==> config.mk <==
export PLATFORM = sky130hd
export DESIGN_NAME = angle_display_ctrl
export DESIGN_NICKNAME = d
export VERILOG_FILES = /design/src/rtl/angle_disp_pkg.sv /design/src/rtl/bcd_to_7seg.sv /design/src/rtl/angle_display_ctrl.sv
export SDC_FILE = /design/constraint.sdc
export NUM_CORES = 1
export LEC_CHECK = 0
export BUFFER_PORTS_ARGS = -buffer_cell sky130_fd_sc_hd__buf_2
export CAP_MARGIN = 20
export CORE_MARGIN = 5
export CORE_UTILIZATION = 56
export DETAILED_ROUTE_END_ITERATION = 7
export PLACE_DENSITY = 0.77
export SYNTH_ARGS = -nofsm -noshare
export SYNTH_HDL_FRONTEND = slang
export SYNTH_SLANG_ARGS = --single-unit
==> constraint.sdc <==
create_clock -name clk -period 3.12 [get_ports clk]
set_input_delay 0.156 -clock clk [delete_from_list [all_inputs] [get_ports clk]]
set_output_delay 0.156 -clock clk [all_outputs]
set_load 0.005 [all_outputs]
==> src/rtl/angle_disp_pkg.sv <==
// Shared constants, FSM state type and the double-dabble nibble adjust
// used by the angle-to-degrees display controller.
package angle_disp_pkg;

  localparam int COUNTS_PER_REV = 1006;
  localparam int DEG_PER_REV    = 360;
  localparam int MAX_ANGLE      = 1005;
  localparam int DIV_STEPS      = 21;
  localparam int DABBLE_STEPS   = 9;
  localparam int NUM_DIGITS     = 3;

  typedef enum logic [1:0] {
    IDLE,
    DIV,
    DABBLE,
    DONE
  } state_t;

  // Add 3 to every BCD nibble that is 5 or more, ahead of the next left shift.
  function automatic logic [11:0] dabbleAdjust(input logic [11:0] value);
    logic [11:0] result;
    result = value;
    for (int i = 0; i < NUM_DIGITS; i++) begin
      if (value[4*i +: 4] >= 4'd5) begin
        result[4*i +: 4] = value[4*i +: 4] + 4'd3;
      end
    end
    return result;
  endfunction

endpackage

==> src/rtl/bcd_to_7seg.sv <==
// Combinational BCD nibble to active-low 7-segment pattern {g,f,e,d,c,b,a}.
// A blanked digit, or a non-decimal nibble, turns every segment off.
module bcd_to_7seg (
  input  logic [3:0] nibble_i,
  input  logic       blank_i,
  output logic [6:0] seg_n_o
);

  always_comb begin
    seg_n_o = 7'b1111111;
    if (!blank_i) begin
      unique case (nibble_i)
        4'd0:    seg_n_o = 7'b1000000;
        4'd1:    seg_n_o = 7'b1111001;
        4'd2:    seg_n_o = 7'b0100100;
        4'd3:    seg_n_o = 7'b0110000;
        4'd4:    seg_n_o = 7'b0011001;
        4'd5:    seg_n_o = 7'b0010010;
        4'd6:    seg_n_o = 7'b0000010;
        4'd7:    seg_n_o = 7'b1111000;
        4'd8:    seg_n_o = 7'b0000000;
        4'd9:    seg_n_o = 7'b0010000;
        default: seg_n_o = 7'b1111111;
      endcase
    end
  end

endmodule

==> src/rtl/angle_display_ctrl.sv <==
// Samples the encoder angle, converts it to whole degrees and BCD with a
// sequential divider plus double-dabble, and scans a 3-digit 7-seg display.
module angle_display_ctrl
  import angle_disp_pkg::*;
#(
  parameter int REFRESH_DIV = 1_000_000,
  parameter int SCAN_DIV    = 50_000,
  parameter bit BLANK_LZ    = 1'b1
) (
  input  logic        clk,
  input  logic        reset,
  input  logic [11:0] angle,
  input  logic        hold,
  output logic [11:0] bcd,
  output logic        valid,
  output logic        busy,
  output logic        range_err,
  output logic [6:0]  seg_n,
  output logic [2:0]  dig_n
);

  localparam int REF_W  = $clog2(REFRESH_DIV);
  localparam int SCAN_W = $clog2(SCAN_DIV);

  logic [REF_W-1:0]  refreshCnt_q, refreshCnt_d;
  logic              tick;
  state_t            state_q, state_d;
  logic [4:0]        stepCnt_q, stepCnt_d;
  logic [20:0]       num_q, num_d;
  logic [10:0]       rem_q, rem_d;
  logic [8:0]        quot_q, quot_d;
  logic [11:0]       work_q, work_d;
  logic              err_q, err_d;
  logic [11:0]       bcd_q, bcd_d;
  logic              rangeErr_q, rangeErr_d;
  logic              valid_q, valid_d;
  logic [11:0]       trial;
  logic [11:0]       adjusted;
  logic [9:0]        clampA;
  logic [20:0]       aExt;
  logic [SCAN_W-1:0] scanCnt_q, scanCnt_d;
  logic [1:0]        digIdx_q, digIdx_d;
  logic [6:0]        segN_q, segN_d;
  logic [2:0]        digN_q, digN_d;
  logic [3:0]        selNibble;
  logic              selBlank;

  always_comb begin
    tick         = (refreshCnt_q == REF_W'(REFRESH_DIV - 1));
    refreshCnt_d = tick ? '0 : refreshCnt_q + 1'b1;
  end

  always_ff @(posedge clk or posedge reset) begin
    if (reset) begin
      refreshCnt_q <= '0;
    end else begin
      refreshCnt_q <= refreshCnt_d;
    end
  end

  // Conversion sequencer: clamp and scale, restoring divide, then double-dabble.
  always_comb begin
    state_d    = state_q;
    stepCnt_d  = stepCnt_q;
    num_d      = num_q;
    rem_d      = rem_q;
    quot_d     = quot_q;
    work_d     = work_q;
    err_d      = err_q;
    bcd_d      = bcd_q;
    rangeErr_d = rangeErr_q;
    valid_d    = 1'b0;
    trial      = {rem_q, num_q[20]};
    adjusted   = dabbleAdjust(work_q);
    clampA     = (angle > 12'(MAX_ANGLE)) ? 10'(MAX_ANGLE) : angle[9:0];
    aExt       = {11'd0, clampA};

    unique case (state_q)
      IDLE: begin
        if (tick && !hold) begin
          err_d     = (angle > 12'(MAX_ANGLE));
          num_d     = (aExt << 8) + (aExt << 6) + (aExt << 5) + (aExt << 3);
          rem_d     = '0;
          quot_d    = '0;
          work_d    = '0;
          stepCnt_d = '0;
          state_d   = DIV;
        end
      end
      DIV: begin
        num_d = {num_q[19:0], 1'b0};
        if (trial >= 12'(COUNTS_PER_REV)) begin
          rem_d  = 11'(trial - 12'(COUNTS_PER_REV));
          quot_d = {quot_q[7:0], 1'b1};
        end else begin
          rem_d  = trial[10:0];
          quot_d = {quot_q[7:0], 1'b0};
        end
        if (stepCnt_q == 5'(DIV_STEPS - 1)) begin
          stepCnt_d = '0;
          state_d   = DABBLE;
        end else begin
          stepCnt_d = stepCnt_q + 5'd1;
        end
      end
      DABBLE: begin
        work_d = 12'({adjusted, quot_q[8]});
        quot_d = {quot_q[7:0], 1'b0};
        if (stepCnt_q == 5'(DABBLE_STEPS - 1)) begin
          stepCnt_d = '0;
          state_d   = DONE;
        end else begin
          stepCnt_d = stepCnt_q + 5'd1;
        end
      end
      DONE: begin
        bcd_d      = work_q;
        rangeErr_d = err_q;
        valid_d    = 1'b1;
        state_d    = IDLE;
      end
      default: state_d = IDLE;
    endcase
  end

  always_ff @(posedge clk or posedge reset) begin
    if (reset) begin
      state_q    <= IDLE;
      stepCnt_q  <= '0;
      num_q      <= '0;
      rem_q      <= '0;
      quot_q     <= '0;
      work_q     <= '0;
      err_q      <= 1'b0;
      bcd_q      <= '0;
      rangeErr_q <= 1'b0;
      valid_q    <= 1'b0;
    end else begin
      state_q    <= state_d;
      stepCnt_q  <= stepCnt_d;
      num_q      <= num_d;
      rem_q      <= rem_d;
      quot_q     <= quot_d;
      work_q     <= work_d;
      err_q      <= err_d;
      bcd_q      <= bcd_d;
      rangeErr_q <= rangeErr_d;
      valid_q    <= valid_d;
    end
  end

  // Digit scan: segments and enable are computed for the upcoming index so both flip together.
  always_comb begin
    scanCnt_d = scanCnt_q + 1'b1;
    digIdx_d  = digIdx_q;
    if (scanCnt_q == SCAN_W'(SCAN_DIV - 1)) begin
      scanCnt_d = '0;
      digIdx_d  = (digIdx_q == 2'd2) ? 2'd0 : digIdx_q + 2'd1;
    end
    selNibble = bcd_q[3:0];
    selBlank  = 1'b0;
    digN_d    = 3'b110;
    unique case (digIdx_d)
      2'd1: begin
        selNibble = bcd_q[7:4];
        selBlank  = BLANK_LZ && (bcd_q[11:8] == 4'd0) && (bcd_q[7:4] == 4'd0);
        digN_d    = 3'b101;
      end
      2'd2: begin
        selNibble = bcd_q[11:8];
        selBlank  = BLANK_LZ && (bcd_q[11:8] == 4'd0);
        digN_d    = 3'b011;
      end
      default: begin
        selNibble = bcd_q[3:0];
        selBlank  = 1'b0;
        digN_d    = 3'b110;
      end
    endcase
  end

  bcd_to_7seg u_bcd_to_7seg (
    .nibble_i (selNibble),
    .blank_i  (selBlank),
    .seg_n_o  (segN_d)
  );

  always_ff @(posedge clk or posedge reset) begin
    if (reset) begin
      scanCnt_q <= '0;
      digIdx_q  <= 2'd0;
      segN_q    <= 7'b1000000;
      digN_q    <= 3'b110;
    end else begin
      scanCnt_q <= scanCnt_d;
      digIdx_q  <= digIdx_d;
      segN_q    <= segN_d;
      digN_q    <= digN_d;
    end
  end

  assign bcd       = bcd_q;
  assign valid     = valid_q;
  assign busy      = (state_q != IDLE);
  assign range_err = rangeErr_q;
  assign seg_n     = segN_q;
  assign dig_n     = digN_q;

endmodule

After elaboration in Yosys (flattened, before gate mapping)
Memories as Yosys holds them, arrays and structs flattened.
Cells that the tools add are included.
{"block": "classes", "n_addsub": 11, "mul": 0, "div_mod_pow": 0, "order_cmp": 5, "n_eq_ne": 13, "shifts": 0, "n_mux": 31, "bitwise": 0, "n_reduce_logical": 15}
{"operator": "21-bit case mux with 2 select lines", "count": 1}
{"operator": "9-bit case mux with 3 select lines", "count": 1}
{"operator": "12-bit case mux with 2 select lines", "count": 1}
{"operator": "11-bit 2-to-1 mux", "count": 2}
{"operator": "11-bit case mux with 2 select lines", "count": 1}
{"operator": "20-bit by 13-bit adder with 21-bit output", "count": 1}
{"operator": "21-bit 2-to-1 mux", "count": 1}
{"operator": "19-bit by 15-bit adder with 20-bit output", "count": 1}
{"operator": "20-bit by 1-bit adder with 20-bit output, second input constant", "count": 1}
{"operator": "20-bit == test, second input constant", "count": 1}
{"operator": "20-bit 2-to-1 mux", "count": 1}
{"operator": "18-bit by 16-bit adder with 19-bit output", "count": 1}
{"operator": "16-bit by 1-bit adder with 16-bit output, second input constant", "count": 1}
{"operator": "16-bit == test, second input constant", "count": 1}
{"operator": "16-bit 2-to-1 mux", "count": 1}
{"operator": "5-bit 2-to-1 mux", "count": 3}
{"operator": "5-bit case mux with 3 select lines", "count": 1}
{"operator": "12-bit by 10-bit >= comparator with 1-bit output, second input constant", "count": 1}
{"operator": "4-bit by 3-bit >= comparator with 1-bit output, second input constant", "count": 3}
{"operator": "12-bit by 10-bit > comparator with 1-bit output, second input constant", "count": 1}
{"operator": "12-bit 2-to-1 mux", "count": 1}
{"operator": "11-bit by 10-bit subtractor with 11-bit output, second input constant", "count": 1}
{"operator": "10-bit 2-to-1 mux", "count": 1}
{"operator": "2-bit 2-to-1 mux", "count": 5}
{"operator": "other kinds (26)", "count": 42}
{"block": "word_totals", "reg_bits": 123, "latch_bits": 0, "ram_bits": 0, "mem_bits_ro": 112, "input_bits": 15, "output_inout_bits": 25, "word_cells": 91, "n_memories": 1}
{"memory": "(name not given)", "depth": 16, "word_bits": 7, "rd": 1, "rd_clocked_by_memory_dff": 0, "write_ports": 0, "line": "bcd_to_7seg.sv:12", "source": "unique case (nibble_i)"}

Longest topological paths before layout
Gate-level depths: netlist of the first run.
{"block": "logic_depth", "ltp_word": 7, "ltp_mapped": 16, "depth_no_buf": 14}

Cells and area by module
A second synthesis of the first run with hierarchy kept.
{"block": "hier_totals", "hier_cells": 724, "area_unflattened_um2": 7050.5}
{"mod": "angle_display_ctrl", "instances": 1, "cells_per_inst": 691, "area_each_um2": 6814.0, "seq_area_each_um2": 3006.6}
{"mod": "bcd_to_7seg", "instances": 1, "cells_per_inst": 33, "area_each_um2": 236.5, "seq_area_each_um2": 0.0}

Worst setup path after synthesis of the first run
Ideal clock, no wire load.
{"block": "synth_path", "path_kind": "input to register", "start": "input angle[1]", "end": "register num_q[15]", "setup_ps": 125, "arrival_time_ps": 3644, "t_required_ps": 2995, "setup_slack_ps": -649, "path_stages": 15, "path_buffers": 2, "cell_sequence": "clkbuf_1 > a31oi_1 > o31a_1 > clkbuf_1 > nand2b_1 > ha_1 > and2_1 > nor2_1 > fa_1 > fa_1 > a21o_1 > a22o_1 > o41ai_1 > mux2i_1 > a21oi_1"}
{"block": "synth_via", "elab_chain_cells": 7}
{"item": "start, declared", "line": "angle_display_ctrl.sv:12", "source": "input logic [11:0] angle,"}
{"item": "12-bit by 10-bit > comparator with 1-bit output", "line": "angle_display_ctrl.sv:75", "source": "clampA = (angle > 12'(MAX_ANGLE)) ? 10'(MAX_ANGLE) : angle[9:0];"}
{"item": "10-bit 2-to-1 mux *", "line": "angle_display_ctrl.sv:75"}
{"item": "18-bit by 16-bit adder with 19-bit output", "line": "angle_display_ctrl.sv:82", "source": "num_d = (aExt << 8) + (aExt << 6) + (aExt << 5) + (aExt << 3);"}
{"item": "19-bit by 15-bit adder with 20-bit output", "line": "angle_display_ctrl.sv:82"}
{"item": "20-bit by 13-bit adder with 21-bit output *", "line": "angle_display_ctrl.sv:82"}
{"item": "21-bit 2-to-1 mux *", "line": "angle_display_ctrl.sv:80", "source": "if (tick && !hold) begin"}
{"item": "21-bit case mux with 2 select lines *", "line": "angle_display_ctrl.sv:78", "source": "unique case (state_q)"}
{"item": "end signal, assigned", "line": "angle_display_ctrl.sv:141", "source": "num_q <= num_d;"}
{"item": "end, declared", "line": "angle_display_ctrl.sv:29", "source": "logic [20:0] num_q, num_d;"}
Every way passes the cells marked *; elsewhere a longest branch is shown, timed or not. The select of a mux whose other input is x is not followed.
A chain may end at the register's enable or synchronous reset.

Worst setup path after layout of the first run
{"block": "layout_path", "start": "register scanCnt_q[11]", "end": "register segN_q[2] (netlist: seg_n[2])"}
{"block": "layout_via", "elab_chain_cells": 6, "word_cells_on_any_way": 8, "classes_between": "3 x eq/ne; 4 x mux; 1 x memory"}
{"item": "start, declared", "line": "angle_display_ctrl.sv:41", "source": "logic [SCAN_W-1:0] scanCnt_q, scanCnt_d;"}
{"item": "start signal, assigned", "line": "angle_display_ctrl.sv:195", "source": "scanCnt_q <= scanCnt_d;"}
{"item": "16-bit == test *", "line": "angle_display_ctrl.sv:156", "source": "if (scanCnt_q == SCAN_W'(SCAN_DIV - 1)) begin"}
{"item": "2-bit 2-to-1 mux *", "line": "angle_display_ctrl.sv:156"}
{"item": "named net digIdx_d[1]", "line": "angle_display_ctrl.sv:42", "source": "logic [1:0] digIdx_q, digIdx_d;"}
{"item": "2-bit == test or 2-bit by 1-bit == test with 1-bit output (tied branches)", "line": "angle_display_ctrl.sv:163", "source": "unique case (digIdx_d)"}
{"item": "4-bit case mux with 2 select lines", "line": "angle_display_ctrl.sv:163"}
{"item": "memory 16 x 7 bit"}
{"item": "7-bit 2-to-1 mux *", "line": "bcd_to_7seg.sv:11", "source": "if (!blank_i) begin"}
{"item": "named net segN_d[2]", "line": "angle_display_ctrl.sv:43", "source": "logic [6:0] segN_q, segN_d;"}
{"item": "end signal, assigned", "line": "angle_display_ctrl.sv:197", "source": "segN_q <= segN_d;"}
{"item": "end, declared", "line": "angle_display_ctrl.sv:43"}
The timed path passes the listed nets; every way through them passes the cells marked *.

==> results.txt, run 1 <==
Outcome -> finished with violations
Failing checks -> negative setup slack
Crit path time final -> 3.163 ns
Post-synthesis instance area -> 7111 sq um
Syn_nets -> 790
Pin count of the biggest net entering global routing -> 44
Clk_skew -> 0.004705 ns
Vias in the first global route -> 5699
Clock buffer depth -> 2
Via/cell ratio -> 5.709
Sw Share -> 24.79%
Global routing usage on met2 -> 37.07%
Max_cap viols -> 0
Clock root cell -> clkbuf_16
GRT Overall Usage -> 21.59%
GRT met3 Usage -> 4.793%
CP Cell Sequence -> or4b_1 -> nor4_2 -> buf_4 -> nand2_2 -> mux2_4 -> inv_4 -> ha_4 -> or4_4 -> or3_4 -> a21boi_4 -> o21ai_1
Cell Pwr Density -> 455.7 nW/um^2
Crit Path Class -> flip-flop to flip-flop
Fin area -> 8697 sq um
Clock sink count -> 120
Maximum operating frequency -> 0.3161 GHz
FP Rows -> 41
Critical-path top delay cell -> or4b_1
Slowest cell delay on critical path -> 0.53 ns
Nets -> 891
Number of port buffers -> 39
Final TNS setup -> -0.07642 ns
Area taken by multi-input logic gates -> 4019 sq um
Worst-margin pin slew -> 1.029 ns
Initial antenna violation count -> 0
Seq. cell area -> 3007 sq um
Crit. Startpoint -> scanCnt_q[11]$_DFF_PP0_
Pins Over Slew Limit -> 0
Tcrit/Tclk final -> 101.4%
First-pass GRT wire length -> 26160 um
DRT antenna net count -> 0
# fillers -> 911
Core Region -> 12520 sq um
Int Power -> 2.980 mW
Startpoint types -> flip-flop
Inserted Clock Buffers -> 17
Clock power frac -> 46.3%
Placed Area -> 7963 sq um
VDD IR max -> 288.4 uV
Worst-path clk slew -> 0.05 ns
R2r startpoint -> scanCnt_q[11]$_DFF_PP0_
Syn-to-layout area delta -> 22.31%
Setup violators final -> 4
Total grt overflow -> 0
Async SR Flop Fraction -> 100.0%
Yosys reg bits -> 120
Number of synthesized flops with an enable pin -> 0
Final WS setup -> -0.04334 ns
Boundary Pins -> 40
Horiz. Die Dim -> 122.7 um
YS warnings -> 0
Post-Syn Instances -> 719
Routing usage on met1 -> 26.58%
WL per Instance -> 15.99 um
Relative slew slack -> 31.21%
CTS tree -> done
Post-synth top flop -> dfrtp_1
Synth Area per Inst -> 9.890 sq um
Diode count -> 0
Die area -> 15050 sq um
Iteration-0 DRC count of the detailed router -> 389
Hold Path Class -> input pin to async pin
Die H -> 122.7 um
Net switching power -> 0.9825 mW
Clk Latency, worst-skew pair -> 0.41 ns
CP Data Required Time -> 3.44 ns
Max H-tree Level -> 4
WHS -> 0.1762 ns
Dpl hpwl -> 10800 um
Yosys cell types -> 71
Fraction of layout cells with a size suffix above 1 -> 24.82%
Setup crit end kind -> flip-flop
Final Hold Vio Count -> 0
Sequential power share -> 39.3%
# DRC -> 0
Critical Path Fanout Max -> 6
Leak -> 4.028 nW
RSZ-0062 raised after global routing -> true
Register area share after synthesis -> 42.28%
CP arrival -> 3.49 ns
Initial Utilization -> 56.81%
Combinational power share -> 14.4%
GR peak layer -> met2
Routability cong. -> 0.8450
Final WL -> 16020 um
TritonRoute pass-1 iters -> 5
Via Count -> 5720
logic make-up (layout without fill, tap and decap cells):
logic type	count (synthesis)	count (layout)	share of synthesized area (%)
DFF	120	120	42.28
AOI/OAI and AO/OA	162	162	15.64
buffers and inverters	69	180	4.153
adders and majority gates	56	56	10.91
xor gates and xnor gates	45	45	5.543
muxes	30	30	4.522
and+or+nand+nor	237	237	16.94
power groups by stage:
stage	combinational, mW	sequential, mW	clock [mW]
3_5_place_dp	0.557	1.58	0
2_1_floorplan	0.361	1.59	0
3_3_place_gp	0.533	1.58	0
6_report	0.571	1.56	1.83
4_1_cts	0.568	1.56	1.85
5_1_grt	0.638	1.56	1.92
critical path, delay by kind of cell (launching register included):
| kind | cells | cell delay, ns |
|---|---|---|
| and+or+nand+nor | 5 | 1.63 |
| DFF | 1 | 0.37 |
| muxes | 1 | 0.30 |
| AOI/OAI and AO/OA | 2 | 0.29 |
| buffers and inverters | 2 | 0.26 |
| adders and majority gates | 1 | 0.22 |
cell usage in the layout (no fill, tap or decap), types with 12 or more instances in the layout:
cell type,count
nand3_1,15
buf_4,62
a21oi_1,23
o21ai_0,49
clkbuf_16,17
xnor2_1,27
inv_1,40
mux2_2,16
nor2_1,53
mux2i_1,12
ha_1,39
nor3_1,13
nand2_1,76
xor2_1,18
buf_2,39
dfrtp_1,117
through the flow:
step	std cells	setup WS (ns)	utilization [%]	total power, mW
global route	1002	-0.1079	69.48	4.114
finish	1002	-0.04334	69.48	3.963
CTS	998	0.001025	68.48	3.976
detailed placement	966	-0.5834	63.61	2.142
floorplan	719	-0.2025	-	1.946
global placement	966	-0.4721	63.61	2.118
routing by layer:
metal / vias to the layer above / routed length (um)
met2: 114 / 8217
met1: 2822 / 6757
met3: 43 / 560
met5: - / 0
li1: 2741 / -
met4: 0 / 484
state kept, by name, indices dropped and copies added, names as in the netlist:
signal and count:
num_q 18, dig_n 3, state_q 2, quot_q 9, rem_q 11, refreshCnt_q 20, valid 1, seg_n 7
work_q 12, range_err 1, scanCnt_q 16, bcd 12, stepCnt_q 5, err_q 1, digIdx_q 2
path summary, 6_finish.rpt:
path / end / slack, ns / cells past startpoint
min reg2reg: scanCnt_q[0]$_DFF_PP0_ / 0.46 / 1
min in group clk: num_q[3]$_DFFE_PP0P_ / 0.23 / 3
max reg2reg: seg_n[2]$_DFF_PP0_ / -0.04 / 11
max: seg_n[2]$_DFF_PP0_ / -0.04 / 11
max in group asynchronous: quot_q[2]$_DFFE_PP0P_ / 2.01 / 5
min: scanCnt_q[14]$_DFF_PP0_ / 0.18 / 3
what timing repair did:
action                                  CTS  global route
endpoints found under the setup margin   13            14
hold buffers                              1             0
endpoints found under the hold margin    38             0
pin swaps                                 4             7
gates resized for setup                   9            25
buffers inserted                          2             3
gates cloned                              0             0
synth_stat cells (8+ instances only):
master | count | area share (%)
a21oi_1 | 23 | 1.6
a22o_1 | 10 | 1.2
and2_1 | 9 | 0.79
and3_1 | 10 | 0.88
clkbuf_1 | 8 | 0.42
dfrtp_1 | 117 | 41
fa_1 | 10 | 2.8
ha_1 | 46 | 8.1
inv_1 | 45 | 2.4
mux2_2 | 17 | 2.7
mux2i_1 | 13 | 1.8
nand2_1 | 79 | 4.2
nand3_1 | 15 | 1.1
nand4_1 | 9 | 0.79
nor2_1 | 54 | 2.9
nor3_1 | 14 | 0.99
o21ai_0 | 61 | 4.3
o31ai_1 | 8 | 0.84
xnor2_1 | 27 | 3.3
xor2_1 | 18 | 2.2
area by class of cell:
class / count / share of cell area [%]
Multi-Input combinational cell: 530 / 46.21
Tap cell: 172 / 2.474
Clock inverter: 9 / 1.208
Inverter: 45 / 2.086
Sequential cell: 120 / 34.57
Timing Repair Buffer: 106 / 8.430
Clock buffer: 20 / 5.021
No activity file was read; power rests on OpenSTA's default activity.
==> run 2: changes to the inputs <==
BUFFER_PORTS_ARGS = -buffer_cell sky130_fd_sc_hd__clkbuf_2   (was -buffer_cell sky130_fd_sc_hd__buf_2)
==> run 2 against run 1 <==
  * Clock-buffer cell count decreased by 1
  * Die area unchanged
  * Critical path depth up 2
  * Global-route usage is 1.5 points higher
  * Critical path type unchanged
  * First-iteration DRC count rose by 22%
  * Sequential share of layout area fell by 0.41 points
  * Largest cell class unchanged
  * Via count grew 1.2%
  * The run still ends with negative setup slack left
  * Utilization rose by 0.84 points
  * Sequential cell count unchanged
  * Highest routed layer unchanged
  * Cell count grew 0.60%
  * Register-to-register slack worse by 0.09 ns
==> results.txt, run 2 (same netlist as run 1, synthesis figures left out) <==
FF-to-FF setup slack -> -0.13 ns
# DRC -> 0
Commonest non-fill, non-tap cell in the layout -> dfrtp_1
Combinational power share -> 14.1%
FP Rows -> 41
CTS tree -> done
Seq. cell area -> 3007 sq um
Routability cong. -> 0.8680
WHS Path Cells -> 3
Diode count -> 0
R2R cell count -> 13
Setup WS pre-CTS -> -0.4494 ns
Setup violators final -> 7
Initial antenna violation count -> 0
Sequential power share -> 38.9%
Nets -> 894
Setup crit end kind -> flip-flop
R2r startpoint -> scanCnt_q[11]$_DFF_PP0_
Clock buffer depth -> 2
Via Count -> 5791
Fraction of layout cells with a size suffix above 1 -> 26.08%
Global routing usage on met2 -> 40.96%
Crit Path Class -> flip-flop to flip-flop
Crit path time final -> 3.251 ns
Core Region -> 12520 sq um
Pins Over Slew Limit -> 0
Hold Path Class -> input pin to flip-flop
Hold Path End -> num_q[3]$_DFFE_PP0P_
Number of port buffers -> 39
Dpl hpwl -> 11100 um
Vias in the first global route -> 5880
Horiz. Die Dim -> 122.7 um
Net switching power -> 1.036 mW
GRT met3 Usage -> 5.714%
Placed Area -> 7963 sq um
Hold path start -> hold
Worst-margin pin slew -> 1.017 ns
Via/cell ratio -> 5.745
Layout Cells excl Fill -> 1008
Routing usage on met1 -> 27.51%
CP Data Required Time -> 3.41 ns
Die H -> 122.7 um
Clock sink count -> 120
Biggest regs -> refreshCnt_q x20, num_q x18, scanCnt_q x16
DP Cell Count -> 966
Sw Share -> 25.87%
Startpoint types -> flip-flop
Int Power -> 2.968 mW
Clock root cell -> clkbuf_16
Fin area -> 8802 sq um
Outcome -> finished with violations
Clock power frac -> 47.0%
VDD IR max -> 432.6 uV
Max_cap viols -> 0
CP arrival -> 3.55 ns
Total grt overflow -> 0
Cell Pwr Density -> 454.8 nW/um^2
Iteration-0 DRC count of the detailed router -> 476
Final TNS setup -> -0.5053 ns
RR Endpoint -> seg_n[3]$_DFF_PP0_
Clk Latency, worst-skew pair -> 0.42 ns
# fillers -> 926
RSZ-0062 raised after global routing -> true
Tcrit/Tclk final -> 104.2%
Area taken by multi-input logic gates -> 4070 sq um
Final Hold Vio Count -> 0
GRT Overall Usage -> 23.11%
Initial Utilization -> 56.81%
Boundary Pins -> 40
Inserted Clock Buffers -> 17
Die area -> 15050 sq um
Power, Total -> 4.003 mW
Clk_skew -> 0.008581 ns
Relative slew slack -> 31.98%
Biggest register -> refreshCnt_q
Worst-path clk slew -> 0.06 ns
Failing checks -> negative setup slack
Syn-to-layout area delta -> 23.79%
Maximum operating frequency -> 0.3076 GHz
Pin count of the biggest net entering global routing -> 47
TritonRoute pass-1 iters -> 5
Critical Path Fanout Max -> 6
First-pass GRT wire length -> 27720 um
WL per Instance -> 16.45 um
GR peak layer -> met2
Final WL -> 16580 um
DRT antenna net count -> 0
Leak -> 4.070 nW
Max H-tree Level -> 4
Flip-flop count of the largest register after layout -> 20
Most frequent cells in the layout -> 117 x dfrtp_1, 76 x nand2_1, 64 x buf_4, 53 x nor2_1, 49 x o21ai_0
Final WS setup -> -0.1313 ns
[run 2: routing by layer]
metal,vias up,share of wire (%)
li1,2751,-
met1,2855,41
met2,144,52
met3,41,4.2
met4,0,2.5
met5,-,0
[run 2: stage by stage]
step           util [%]  hold WS, ns
2_1_floorplan         -       0.4155
3_3_place_gp      63.61       0.3459
3_5_place_dp      63.61       0.3589
4_1_cts           69.26       0.2270
5_1_grt           70.32       0.2731
6_report          70.32       0.2329
[run 2: power by group through the flow]
| stage | sequential [mW] | combinational [mW] | clock, mW |
|---|---|---|---|
| floorplan | 1.59 | 0.361 | 0 |
| global placement | 1.58 | 0.532 | 0 |
| detailed placement | 1.58 | 0.555 | 0 |
| CTS | 1.56 | 0.566 | 1.90 |
| global route | 1.56 | 0.638 | 1.98 |
| finish | 1.56 | 0.565 | 1.88 |
[run 2: critical path: stages (launching register included)]
cell	delay, ns
dfrtp_1	0.38
or4b_4	0.55
nor4_4	0.25
buf_4	0.19
nand2_2	0.06
mux2_4	0.31
inv_4	0.08
ha_4	0.21
a221o_1	0.33
o21ai_4	0.12
inv_2	0.11
ha_4	0.24
mux2i_2	0.19
o21ai_1	0.10
[run 2: area by class of cell]
type                    instances  area share [%]
clock buffers                  19           5.146
clock inverters                13           1.365
inverters                      45           2.018
multi-input cells             530           46.24
flip-flops and latches        120           34.16
well taps                     172           2.445
repair buffers                109           8.628
[run 2: how the worst max path moves through the flow]
stage	slack [ns]	endpoint	start	depth (start not counted)
after floorplan	-0.20	num_q[15]$_DFFE_PP0P_	angle[1]	15
after global placement	-0.36	num_q[15]$_DFFE_PP0P_	angle[2]	15
after detailed placement	-0.45	num_q[17]$_DFFE_PP0P_	angle[2]	14
after CTS	0.003	seg_n[5]$_DFF_PP0_	scanCnt_q[5]$_DFF_PP0_	13
after global routing	-0.17	seg_n[3]$_DFF_PP0_	scanCnt_q[11]$_DFF_PP0_	13
final	-0.13	seg_n[3]$_DFF_PP0_	scanCnt_q[11]$_DFF_PP0_	13
[run 2: what timing repair did]
item / CTS / global route
hold buffers: 1 / 0
pin swaps: 9 / 12
resized for setup: 21 / 21
setup endpoints to repair: 8 / 14
buffers inserted: 3 / 6
hold endpoints to repair: 35 / 0
